==> config.mk <==
export PLATFORM = sky130hd
export DESIGN_NAME = module_calc_ctrl
export DESIGN_NICKNAME = d
export VERILOG_FILES = /design/src/rtl/module_calc_ctrl.sv
export SDC_FILE = /design/constraint.sdc
export NUM_CORES = 1
export LEC_CHECK = 0
export BUFFER_PORTS_ARGS = -buffer_cell sky130_fd_sc_hd__buf_2
export CAP_MARGIN = 20
export CORE_ASPECT_RATIO = 1.2
export CORE_MARGIN = 2
export CORE_UTILIZATION = 25
export CTS_CLUSTER_DIAMETER = 80
export DETAILED_ROUTE_END_ITERATION = 8
export GPL_ROUTABILITY_DRIVEN = 0
export PLACE_DENSITY_LB_ADDON = 0.15
export SLEW_MARGIN = 20
export SYNTH_ARGS = -nofsm -noshare
export SYNTH_HDL_FRONTEND = slang
export SYNTH_SLANG_ARGS = --single-unit
==> constraint.sdc <==
create_clock -name clk -period 5.86 [get_ports clk]
set_clock_uncertainty 0.05 [all_clocks]
set_input_delay 0.293 -clock clk [delete_from_list [all_inputs] [get_ports clk]]
set_output_delay 0.293 -clock clk [all_outputs]
set_load 0.01 [all_outputs]
==> src/rtl/module_calc_ctrl.sv <==
// module_calc_ctrl
// Two-operand key-entry controller with a sequential restoring divider.
// The user enters dividend A, then divisor B; the block divides A by B
// one quotient bit per clock and then shows the result until the next key.
//
// Ports
//   clk       sole clock, rising edge
//   reset     synchronous, active-high reset
//   press     single-cycle key-accepted pulse
//   numero    key value, valid while press=1
//   a_q, b_q  stored dividend / divisor
//   q, r      quotient / remainder of the last completed division
//   busy      high while dividing
//   done      one-cycle pulse after a result is written
//   div0      divide-by-zero flag for the last result
//   sel_disp  0 = show operands, 1 = show result
//
// Configuration
//   CALC_CTRL_DIV0_EN  when defined, a zero divisor bypasses the iterations
//                      and writes the result (with div0=1) on the first
//                      DIVIDE cycle. When undefined, div0 stays 0 and a zero
//                      divisor runs the normal iterations, which naturally
//                      give q = all ones and r = A.

module module_calc_ctrl #(
   parameter int WIDTH = 4
) (
   input  logic             clk,
   input  logic             reset,
   input  logic             press,
   input  logic [WIDTH-1:0] numero,
   output logic [WIDTH-1:0] a_q,
   output logic [WIDTH-1:0] b_q,
   output logic [WIDTH-1:0] q,
   output logic [WIDTH-1:0] r,
   output logic             busy,
   output logic             done,
   output logic             div0,
   output logic             sel_disp
);

   // Counter runs 0..WIDTH-1; keep at least one bit for WIDTH=1.
   localparam int CW = (WIDTH < 2) ? 1 : $clog2(WIDTH);
   localparam logic [CW-1:0] LAST_CNT = CW'(WIDTH - 1);

   typedef enum logic [1:0] {
      WAIT_A = 2'd0,
      WAIT_B = 2'd1,
      DIVIDE = 2'd2,
      SHOW   = 2'd3
   } state_t;

   state_t           state_r, state_s;
   logic [CW-1:0]    cnt_r, cnt_s;
   // Partial remainder is always below the divisor (or equal to a dividend
   // prefix when dividing by zero), so WIDTH bits hold it between steps;
   // the WIDTH+1-bit working value lives inside div_step.
   logic [WIDTH-1:0] rem_r, rem_s;
   // Shift register: dividend bits leave at the MSB, quotient bits enter at the LSB.
   logic [WIDTH-1:0] sh_r, sh_s;
   logic [WIDTH-1:0] a_s, b_s, q_s, r_s;
   logic             done_s, div0_s;
   logic             div0_skip_s;
   logic [2*WIDTH-1:0] step_s;

   // One restoring-division iteration. Returns {next remainder, next shift register}.
   function automatic logic [2*WIDTH-1:0] div_step(
      input logic [WIDTH-1:0] rem,
      input logic [WIDTH-1:0] sh,
      input logic [WIDTH-1:0] dvs
   );
      logic [WIDTH:0]   trial;
      logic [WIDTH:0]   diff;
      logic [WIDTH-1:0] sh_n;
      logic             qbit;
      trial   = {rem, sh[WIDTH-1]};
      diff    = trial - {1'b0, dvs};
      // A set MSB is the borrow: trial < divisor, so restore.
      qbit    = ~diff[WIDTH];
      sh_n    = sh << 1;
      sh_n[0] = qbit;
      if (qbit) begin
         div_step = {diff[WIDTH-1:0], sh_n};
      end else begin
         div_step = {trial[WIDTH-1:0], sh_n};
      end
   endfunction

`ifdef CALC_CTRL_DIV0_EN
   // Zero divisor detected on the first DIVIDE cycle takes the fast path.
   assign div0_skip_s = (cnt_r == {CW{1'b0}}) && (b_q == {WIDTH{1'b0}});
`else
   assign div0_skip_s = 1'b0;
`endif

   assign step_s = div_step(rem_r, sh_r, b_q);

   // Next-state and next-datapath logic.
   always_comb begin
      state_s = state_r;
      cnt_s   = cnt_r;
      rem_s   = rem_r;
      sh_s    = sh_r;
      a_s     = a_q;
      b_s     = b_q;
      q_s     = q;
      r_s     = r;
      div0_s  = div0;
      done_s  = 1'b0;
      case (state_r)
         WAIT_A: begin
            if (press) begin
               a_s     = numero;
               state_s = WAIT_B;
            end else begin
               state_s = WAIT_A;
            end
         end
         WAIT_B: begin
            if (press) begin
               b_s     = numero;
               cnt_s   = {CW{1'b0}};
               rem_s   = {WIDTH{1'b0}};
               sh_s    = a_q;
               state_s = DIVIDE;
            end else begin
               state_s = WAIT_B;
            end
         end
         DIVIDE: begin
            // press is deliberately not looked at here.
            if (div0_skip_s) begin
               q_s     = {WIDTH{1'b1}};
               r_s     = a_q;
               div0_s  = 1'b1;
               done_s  = 1'b1;
               state_s = SHOW;
            end else begin
               rem_s = step_s[2*WIDTH-1:WIDTH];
               sh_s  = step_s[WIDTH-1:0];
               if (cnt_r == LAST_CNT) begin
                  q_s     = step_s[WIDTH-1:0];
                  r_s     = step_s[2*WIDTH-1:WIDTH];
                  div0_s  = 1'b0;
                  done_s  = 1'b1;
                  state_s = SHOW;
               end else begin
                  cnt_s   = cnt_r + {{(CW-1){1'b0}}, 1'b1};
                  state_s = DIVIDE;
               end
            end
         end
         SHOW: begin
            if (press) begin
               a_s     = numero;
               b_s     = {WIDTH{1'b0}};
               q_s     = {WIDTH{1'b0}};
               r_s     = {WIDTH{1'b0}};
               div0_s  = 1'b0;
               state_s = WAIT_B;
            end else begin
               state_s = SHOW;
            end
         end
         default: begin
            state_s = WAIT_A;
         end
      endcase
   end

   // State and datapath registers; status outputs are registered from the next state.
   always_ff @(posedge clk) begin
      if (reset) begin
         state_r  <= WAIT_A;
         cnt_r    <= {CW{1'b0}};
         rem_r    <= {WIDTH{1'b0}};
         sh_r     <= {WIDTH{1'b0}};
         a_q      <= {WIDTH{1'b0}};
         b_q      <= {WIDTH{1'b0}};
         q        <= {WIDTH{1'b0}};
         r        <= {WIDTH{1'b0}};
         busy     <= 1'b0;
         done     <= 1'b0;
         div0     <= 1'b0;
         sel_disp <= 1'b0;
      end else begin
         state_r  <= state_s;
         cnt_r    <= cnt_s;
         rem_r    <= rem_s;
         sh_r     <= sh_s;
         a_q      <= a_s;
         b_q      <= b_s;
         q        <= q_s;
         r        <= r_s;
         busy     <= (state_s == DIVIDE);
         done     <= done_s;
         div0     <= div0_s;
         sel_disp <= (state_s == SHOW);
      end
   end

endmodule
; Word-level counts from Yosys, hierarchy flattened
; Cells that the tools add are included.
; W data, S select, Z words.
[op_classes]
n_reduce_logical = 11
n_eq_ne = 10
bitwise_logic = 2
mux = 23
add_sub_neg = 2
[ops]
columns = op, n
row1 = $pmux W4 S2, 5
row2 = $mux W4, 5
row3 = $eq A2 B2 Y1 const B, 5
row4 = $reduce_and A3 Y1, 3
row5 = $mux W2, 4
row6 = $mux W8, 1
row7 = $ne A2 B2 Y1 const B, 4
row8 = $pmux W2 S4, 1
row9 = $reduce_bool A2 Y1, 3
row10 = $mux W1, 5
row11 = $sub A5 B4 Y5, 1
row12 = $pmux W2 S2, 1
row13 = $reduce_and A2 Y1, 2
row14 = $reduce_or A2 Y1, 2
row15 = $add A2 B1 Y2 const B, 1
row16 = $eq A2 B1 Y1 const B, 1
row17 = $logic_not A2 Y1, 1
row18 = $not A1 Y1, 2
row19 = $pmux W1 S2, 1
[totals]
reg_bits = 32
inputBits = 7
wordCells = 60
output_inout_bits = 20

; Longest topological paths before layout
[logic_depth]
ltp_word = 5
depth_mapped = 8
depth_no_buf = 8

; Least setup slack after synthesis
; Ideal clock, no wire load.
[synth_timing]
path_kind = flip-flop to flip-flop
start = register b_q[0]
end = register rem_r[2]
path_stages_with_launch = 8
period_less_slack_ns = 2.039
setup_time_ns = 0.124
path_slack_ns = 3.821
required_time_ns = 5.686
n_path_buf = 0
t_arrival_ns = 1.866
cell_sequence = dfxtp_1 ha_1 fa_1 nand2b_1 a21oi_2 xor2_4 mux2i_1 o21ai_0
[synth_via]
elab_chain_cells = 3
[synth_lines]
columns = item, line
row1 = "start, declared", 33  ; output logic [WIDTH-1:0] b_q,
row2 = "start signal, assigned", 179  ; b_q <= {WIDTH{1'b0}};
row3 = "start signal, assigned", 192  ; b_q <= b_s;
row4 = $sub A5 B4 Y5, 77  ; diff = trial - {1'b0, dvs};
row5 = $mux W8, 82  ; if (qbit) begin
row6 = $pmux W4 S2, 110  ; case (state_r)
row7 = "end signal, assigned", 176  ; rem_r <= {WIDTH{1'b0}};
row8 = "end signal, assigned", 189  ; rem_r <= rem_s;
row9 = "end, declared", 58  ; logic [WIDTH-1:0] rem_r, rem_s;
; Every way passes these cells.
; A chain may end at the register's enable or synchronous reset.

; Worst setup path in the final report
[layout_timing]
start = register sh_r[3]
end = register rem_r[3]
[layout_via]
elab_chain_cells = 3
[layout_lines]
columns = item, line
row1 = "start, declared", 60  ; logic [WIDTH-1:0] sh_r, sh_s;
row2 = "start signal, assigned", 177  ; sh_r <= {WIDTH{1'b0}};
row3 = "start signal, assigned", 190  ; sh_r <= sh_s;
row4 = $sub A5 B4 Y5, 77
row5 = $mux W8, 82
row6 = $pmux W4 S2, 110
; Every way passes these cells.

==> flow_summary_export.csv <==
group,metric,value,unit
pwr,seqPwrFrac,0.487,
worst_setup_path,cp_top_family,"adder cells",
floorplanning,start_util,0.2580,
floorplanning,die_area,6439,sq um
cts,cts_sinks,31,
pwr,swShare,0.2439,
yosys,yosysSeqAreaShare,0.4272,
routing,vias,1141,
cts,cts_buffers,5,
cts,ctsResizeCount,0,
yosys,yosys.area.top_type,"dfxtp_1",
timing,finalSetupViolCount,0,
floorplanning,row_count,30,
pwr,power_density,266.0,nW/um^2
final_layout,drive_gt1_frac,0.1957,
timing,tightest_slew,0.5487,ns
worst_setup_path,path_cells,"inv_1 > ha_1 > fa_1 > nand2b_1 > a21oi_2 > xor2_4 > mux2i_1 > o21ai_0",
routing,drt-wirelength-per-cell,13.15,microns
final_layout,area_growth,19.12,%
timing,fin_setup_tns,0,ns
routing,route.detailed.drc,0,
yosys,yosysWarnings,0,
timing,period_needed,2.219,ns
routing,vias_per_cell,4.601,
cts,cts_tree,"yes",
final_layout,num_antenna_cells,0,
cts,root_buffer,"clkbuf_8",
worst_setup_path,critPathLaunchType,"register",
floorplanning,coreArea,5630,sq um
worst_setup_path,crit_arrival,2.32,ns
yosys,netlist_instances,157,
placement,port_buffers,25,
cts,postCtsSetupRepairBufs,0,
worst_setup_path,endpoint_kind,"register",
pwr,p_int,0.3480,mW
grt,first_global_vias,1179,
pwr,pwr-share-comb,0.122,
routing,drt_wl_total,3262,microns
pwr,switchingPower,0.1123,mW
final_layout,fin_util,0.3073,
flow_run,maxCapViolations,0,
yosys,ys_top_cells_by_area,"dfxtp_1 (43%), mux2i_1 (8.3%), ha_1 (7.8%), nor2_1 (6.7%), a22oi_1 (4.1%)",
yosys,synth_area_per_cell,9.253,sq um
grt,grt-ovfl-total,0,
cts,clkTransAtPathRegs,0.06,ns
pwr,p_leak,0.7489,nW
worst_setup_path,path_buf_inv,1,
yosys,ys_types,31,
yosys,synthesis.nets,174,
worst_setup_path,crit_type,"reg -> reg",
run_status,status,"finished, final reports clean",
worst_hold_path,hp-class,"in -> reg",
worst_setup_path,worstPathMaxFanout,6,
yosys,synth_top_cell_area_share,0.4272,
grt,grt_usage,0.1113,
floorplanning,dieHeight,87.50,microns
cts,hold_buffers,0,
final_layout,final_cell_mix,"dfxtp_1 (31), nor2_1 (26), buf_2 (25)",
floorplanning,io_pins,27,
timing,rsz0062_at_grt,"no",
final_layout,final_common_cell,"dfxtp_1",
timing,period_share,0.3786,
yosys,synth-seq-cells,31,
cts,cts_buffer_depth,2,
placement,hpwl,2540,microns
pwr,power.total,0.4602,mW
worst_setup_path,worstPathRequired,5.96,ns
cts,clk_latency,0.27,ns
timing,whs,0.2259,ns
timing,hold_violations,0,
pwr,clkPwrFrac,0.391,
grt,grt_pass1_wl,5437,microns
routing,dr.pass1.iters,4,
final_layout,nFillCells,597,
cts,h-tree-depth,2,
grt,grt_max_degree,28,
yosys,netlist_area,1453,sq um
timing,maxSlewViolCount,0,
timing,slew_headroom,0.6342,
timing,max_freq,450.7,MHz
floorplanning,die_w,73.59,microns
pwr,vdd_drop_max,0.0001228,V
routing,drt_first_iter_violations,29,
routing,detail-route-antenna-nets,0,
final_layout,layout.nets,200,
grt,grt_antenna_before_repair,0,
worst_setup_path,slowest_delay,0.40,ns
worst_setup_path,crit_slowest_cell,"fa_1",
==> sequential cells by signal, indices dropped and copies added (netlist names) <==
signal and flops:
a_q 4, b_q 4, busy 1, cnt_r 2, done 1, q 4, r 4, rem_r 4
sel_disp 1, sh_r 4, state_r 2
==> per-stage QoR <==
stage,cell area (sq um),setup WS [ns],instances
after global routing,1730,3.487,248
after floorplan,1453,3.821,157
final,1730,3.641,248
after global placement,1630,3.700,240
after CTS,1730,3.615,248
after detailed placement,1630,3.639,240
==> cells by family (layout without fill, tap and decap cells) <==
kind of cell	after synthesis	in the layout	share of synthesized area
compound gates	30	30	0.1413
xor+xnor	3	3	0.03101
fa+ha+maj	10	10	0.09130
buf+inv	14	41	0.03962
flops	31	31	0.4272
mux	12	12	0.08269
other cells	1	1	0.002582
simple gates	56	56	0.1843
==> worst register-to-register path: cells and delay by family, from the launching register on <==
kind	cells	cell delay [ns]
buf+inv	1	0.06
simple gates	1	0.17
xor+xnor	1	0.28
flops	1	0.32
mux	1	0.27
compound gates	2	0.35
fa+ha+maj	2	0.59
==> worst paths after layout <==
path / startpoint / end / slack (ns) / cells after the start
setup / recovery: sh_r[3]$_SDFFE_PP0P_ / rem_r[3]$_SDFFE_PP0P_ / 3.64 / 8
hold / removal: numero[3] / b_q[3]$_SDFFE_PP0P_ / 0.23 / 3
setup reg to reg: sh_r[3]$_SDFFE_PP0P_ / rem_r[3]$_SDFFE_PP0P_ / 3.64 / 8
hold reg to reg: r[3]$_SDFFE_PP0P_ / r[3]$_SDFFE_PP0P_ / 0.40 / 2
==> routing by layer <==
layer / global-route usage / part of all wire / vias up
met5: 0 / 0 / -
met4: 0.04463 / 0.013 / 0
met3: 0.03819 / 0.047 / 4
met2: 0.1818 / 0.48 / 20
met1: 0.1331 / 0.46 / 529
li1: - / - / 588
==> power by group through the flow <==
stage / sequential (mW) / combinational, mW / clock (mW)
floorplan: 0.229 / 0.0410 / 0
global placement: 0.229 / 0.0560 / 0
detailed placement: 0.229 / 0.0567 / 0
CTS: 0.224 / 0.0571 / 0.189
global route: 0.225 / 0.0638 / 0.198
finish: 0.224 / 0.0561 / 0.180
==> cells in the mapped netlist <==
master / instances
a211oi_1: 4
a21oi_1: 4
a21oi_2: 1
a22o_1: 4
a22oi_1: 8
a32oi_1: 1
and2_1: 1
buf_2: 1
buf_4: 1
clkbuf_1: 4
conb_1: 1
dfxtp_1: 31
fa_1: 1
ha_1: 9
inv_1: 8
mux2i_1: 12
nand2_1: 8
nand2b_1: 3
nand3b_1: 2
nor2_1: 26
nor2_2: 1
nor2b_1: 7
nor3_1: 2
nor3b_1: 2
o21ai_0: 7
o31ai_1: 1
or2_2: 1
or3_1: 3
xnor2_1: 1
xor2_1: 1
xor2_4: 1
==> area by class of cell <==
cell class                      count  area (sq um)  area share
Multi-Input combinational cell    112         774.5      0.4476
Sequential cell                    31         620.6      0.3586
Timing Repair Buffer               25         125.1     0.07231
Clock buffer                        8         100.1     0.05785
Tap cell                           64         80.08     0.04628
Inverter                            8         30.03     0.01735
(Power assumes the default switching activity.)
